<file path="config.mk">
export PLATFORM = sky130hd
export DESIGN_NAME = rom_wr
export DESIGN_NICKNAME = d
export VERILOG_FILES = /design/src/rtl/rom_wr_pkg.sv /design/src/rtl/rom_wr.sv
export SDC_FILE = /design/constraint.sdc
export NUM_CORES = 1
export LEC_CHECK = 0
export CORE_ASPECT_RATIO = 1.1
export CORE_MARGIN = 2
export CORE_UTILIZATION = 52
export CTS_BUF_LIST = sky130_fd_sc_hd__clkbuf_8
export CTS_CLUSTER_SIZE = 8
export DETAILED_ROUTE_END_ITERATION = 7
export PLACE_DENSITY = 0.93
export SKIP_LAST_GASP = 1
export SLEW_MARGIN = 20
export SYNTH_ARGS = -nofsm -noshare
export SYNTH_HDL_FRONTEND = slang
export SYNTH_SLANG_ARGS = --single-unit
</file>
<file path="constraint.sdc">
create_clock -name clk -period 2.3 [get_ports clk]
set_clock_uncertainty 0.2 [all_clocks]
set_input_delay 0.345 -clock clk [delete_from_list [all_inputs] [get_ports clk]]
set_output_delay 0.345 -clock clk [all_outputs]
set_load 0.005 [all_outputs]
</file>
<file path="src/rtl/rom_wr_pkg.sv">
// Shared definitions for the word-to-byte serializer: FSM encodings, size codes,
// enable levels and the byte-total helper.
package rom_wr_pkg;

  localparam logic ENABLE  = 1'b1;
  localparam logic DISABLE = 1'b0;

  typedef enum logic [1:0] {
    S_IDLE = 2'b00,
    S_DATA = 2'b01,
    S_DONE = 2'b10,
    S_BAD  = 2'b11
  } state_t;

  typedef enum logic [1:0] {
    SZ_1B = 2'b00,
    SZ_2B = 2'b01,
    SZ_4B = 2'b10,
    SZ_8B = 2'b11
  } size_t;

  // Number of bytes to emit for a size code (1, 2, 4 or 8).
  function automatic logic [3:0] byte_total(input logic [1:0] size);
    return 4'd1 << size;
  endfunction

endpackage

</file>
<file path="src/rtl/rom_wr.sv">
// Serializes one 64-bit word into 1..8 bytes, little-endian, onto a fifo write
// port, throttled by a registered copy of the fifo's almost_full flag.
module rom_wr
  import rom_wr_pkg::*;
#(
  parameter int DATA_W = 64
) (
  input  logic              clk,
  input  logic              rst,
  input  logic              valid,
  input  logic [DATA_W-1:0] data,
  input  logic [1:0]        size,
  output logic              ready,
  output logic              done,
  input  logic              almost_full,
  output logic              wr_en,
  output logic [7:0]        dout
);

  state_t            state;
  logic              can_write;
  logic [2:0]        count;
  logic [3:0]        total;
  logic [DATA_W-1:0] shift;
  logic              last_byte;

  assign ready     = (state == S_IDLE);
  assign done      = (state == S_DONE);
  assign wr_en     = (state == S_DATA) & can_write;
  assign dout      = shift[7:0];
  assign last_byte = ({1'b0, count} == (total - 4'd1));

  // NOTE: every register below uses <= so all of them update from pre-edge values.
  always_ff @(posedge clk) begin
    if (rst) begin
      state     <= S_IDLE;
      can_write <= DISABLE;
      count     <= '0;
      total     <= '0;
      shift     <= '0;
    end else begin
      // One cycle of lag on almost_full; the fifo threshold leaves room for it.
      can_write <= ~almost_full;
      case (state)
        S_IDLE: begin
          if (valid) begin
            shift <= data;
            total <= byte_total(size);
            count <= '0;
            state <= S_DATA;
          end
        end
        S_DATA: begin
          if (wr_en) begin
            shift <= {8'h00, shift[DATA_W-1:8]};
            count <= count + 3'd1;
            if (last_byte) state <= S_DONE;
          end
        end
        S_DONE:  state <= S_IDLE;
        default: state <= S_IDLE;
      endcase
    end
  end

endmodule

</file>
==> results of run 1 <==
## final timing paths
check	cells past startpoint	endpoint	start	slack, ns
hold / removal	4	total[2]	rst	0.26
setup reg to reg	4	shift[42]	state[1]	0.40
hold reg to reg	1	shift[56]	shift[56]	0.28
setup / recovery	3	wr_en	state[0]	0.10
## worst reg2reg max path, cell delays in order (launching register included)
cell      delay [ns]
dfxtp_1         0.47
nand2b_4        0.48
buf_12          0.22
mux2i_1         0.25
a311oi_1        0.13
## sequential cells by signal, summed over array words and instances (netlist names)
name,count
total,4
count,3
can_write,1
state,2
shift,64
## per-layer routing
layer | track usage, % | wire length (um)
met5 | 0 | 0
met4 | 9.54 | 214
met3 | 5.76 | 431
met2 | 33.7 | 3950
met1 | 28.1 | 3710
## kinds of logic (layout without fill, tap and decap cells)
kind of cell | after synthesis | in the layout | synth area share, %
DFF | 74 | 74 | 40.4
AOI/OAI and AO/OA | 132 | 132 | 30.6
xor gates and xnor gates | 5 | 5 | 1.57
adders and majority gates | 2 | 2 | 0.683
muxes | 57 | 57 | 15.6
and+or+nand+nor | 15 | 15 | 2.56
buffers and inverters | 53 | 109 | 8.50
## per-stage QoR
step,setup WS [ns],std cells,area (um^2)
after global routing,0.0187,479,4620
after floorplan,0.598,338,3660
after CTS,0.0977,479,4620
after global placement,0.239,466,4460
after detailed placement,0.167,466,4460
final,0.103,479,4620
## power breakdown
group | internal (mW) | switching [mW]
clock network | 0.425 | 0.434
registers | 1.41 | 0.0743
logic | 0.408 | 0.335
## placed cells by master, fill, tap and decap left out, drive strengths merged
cell type | netlist | final
clkdlybuf4s50 | 0 | 79
dfxtp | 74 | 74
a21oi | 59 | 59
mux2i | 56 | 56
a311oi | 56 | 56
buf | 32 | 12
clkbuf | 16 | 11
a22o | 8 | 8
inv | 5 | 7
nor2 | 3 | 3
xor2 | 3 | 3
nand4 | 2 | 2
nand2 | 2 | 2
o2bb2ai | 2 | 2
ha | 2 | 2
nand3b | 1 | 1
mux2 | 1 | 1
nand2b | 1 | 1
xnor2 | 1 | 1
and2 | 1 | 1
nor4b | 1 | 1
xnor3 | 1 | 1
nor3 | 1 | 1
o21bai | 1 | 1
o31a | 1 | 1
a21bo | 1 | 1
nor3b | 1 | 1
a21o | 1 | 1
nor4 | 1 | 1
a31oi | 1 | 1
and4 | 1 | 1
o21a | 1 | 1
a32o | 1 | 1
## layout make-up
type	count	area share [%]
inverters	5	0.461
well taps	85	2.30
clock inverters	2	0.163
multi-input cells	211	40.8
clock buffers	11	3.28
flip-flops and latches	74	32.1
repair buffers	91	20.9
==> results.md, run 1 <==
* Clock transition at path regs at 0.06 ns
* Port Buf Inserts at 80
* Crit-path cells: nand3b_1 > inv_1 > clkdlybuf4s50_1
* DIE HEIGHT at between 90 and 100 um
* Worst setup EP type: output port
* Tightest Pin Transition at around 0.57 ns
* Max Cap Viol at 0
* Critical Path AT at between 1.5 and 2 ns
* Required time worst endpoint at 1.75 ns
* Core area at just under 7000 um^2
* Final Util at between 60% and 70%
* Area Growth Syn to Fin at 26.0%
* Hold_buf cts at 0
* Post-synth EDFFs at 0
* RSZ-0062 raised after global routing: no
* Filler Cell Count at roughly 530
* First-iteration detailed-routing DRC count at 200
* YS warnings at 0
* Initial Util at between 50% and 60%
* Hold Fails Final Rpt at 0
* Yosys cell types at 38
* Global-route wire length before repair at 13,200 um
* Seq/Total Area, Yosys at between 40% and 50%
* DRC viols at 0
* Clock latency on the worst-skew pair at approximately 0.35 ns
* PD cells at 668 nW/um^2
* Most common cell in the netlist: dfxtp_1
* Hold Crit Class: in -> reg
* Peak fanout along the critical path at 7
* Tmin final at 2.20 ns
* Diode count at 0
* Root buffer cell: clkbuf_8
* Vias at ~2.9k
* Multi-input logic area at about 1900 um^2
* Leakage Power at 1.85 nW
* Kind of critical path: reg -> out
* Initial DRT Pass Iterations at 4
* Initial antenna violation count at 0
* Crit path buf inv count at 2
* Setup TNS at 0 ns
* DR WL/cell at 17.3 um
* CTS Buffer Depth at 2
* FMAX at about 460 MHz
* All-Layer GR Usage at 21.6%
* Fin crit share at 95.5%
* TritonCTS buffer count at 9
* Post-Syn Area at approximately 3700 um^2
* Cell types with the highest counts after synthesis: 74 x dfxtp_1, 58 x a21oi_1, 56 x mux2i_1
* Gr ovfl total at 0
* Area of the die at 7730 um^2
* Ys async rst share at 0%
* Syn_area_per_cell at between 10 and 15 um^2
* Slowest CP cell: dfxtp_1
* Peak VDD IR at 507 uV
* Placer Congestion at about 0.8
* Mapped Nets at 410
* Post-synth top area share at around two fifths
* Reg area at between 1000 and 1500 um^2
* Largest net degree at the start of global routing at between 100 and 150
* Run status: finished, final reports clean
* Dpl hpwl at between 5000 and 6000 um
* Vias per cell at roughly 6
* Fin Hold WS at between 0.2 and 0.3 ns
* Area contributors post-synth: dfxtp_1 40%, mux2i_1 15%, a311oi_2 12%, a21oi_1 7.9%, a311oi_1 6.2%
* Total power at 3.08 mW
* #FFs+latches synth at between 70 and 80
* Share of cells above drive strength 1 at around 15%
* Gates resized, CTS repair at 0
* Relative slew margins at 61.8%
* Ports at 81
* CP Launch Type: flop
* Die W at roughly 84 um
* Setup violators final at 0
* CTS sink cnt at between 70 and 80
* Top FF cell, synth: dfxtp_1
* Fin nets at between 400 and 500
* CP top delay family: buffers and inverters
* Post-synthesis cell count at roughly 340
* Fin. max-slew vios at 0
* Yosys top cell by area: dfxtp_1
* Postcts setup bufs at 0
* Vias in the first global route at 2,715
* Final WL at 8300 um
* Final ANT Viol Nets at 0
* Site row count at 32
* CTS tree: yes
* CP peak stage delay at around 0.54 ns
* H-tree depth at 3
No activity file was read; power rests on OpenSTA's default activity.
==> inputs of run 2 (changes only) <==
--- a/config.mk
+++ b/config.mk
@@ -13,7 +13,7 @@
 export DETAILED_ROUTE_END_ITERATION = 7
 export PLACE_DENSITY = 0.93
 export SKIP_LAST_GASP = 1
-export SLEW_MARGIN = 20
 export SYNTH_ARGS = -nofsm -noshare
 export SYNTH_HDL_FRONTEND = slang
 export SYNTH_SLANG_ARGS = --single-unit
+export TNS_END_PERCENT = 50
==> results of run 2 <==
Final layout, timing and power as in run 1 (identical DEF).
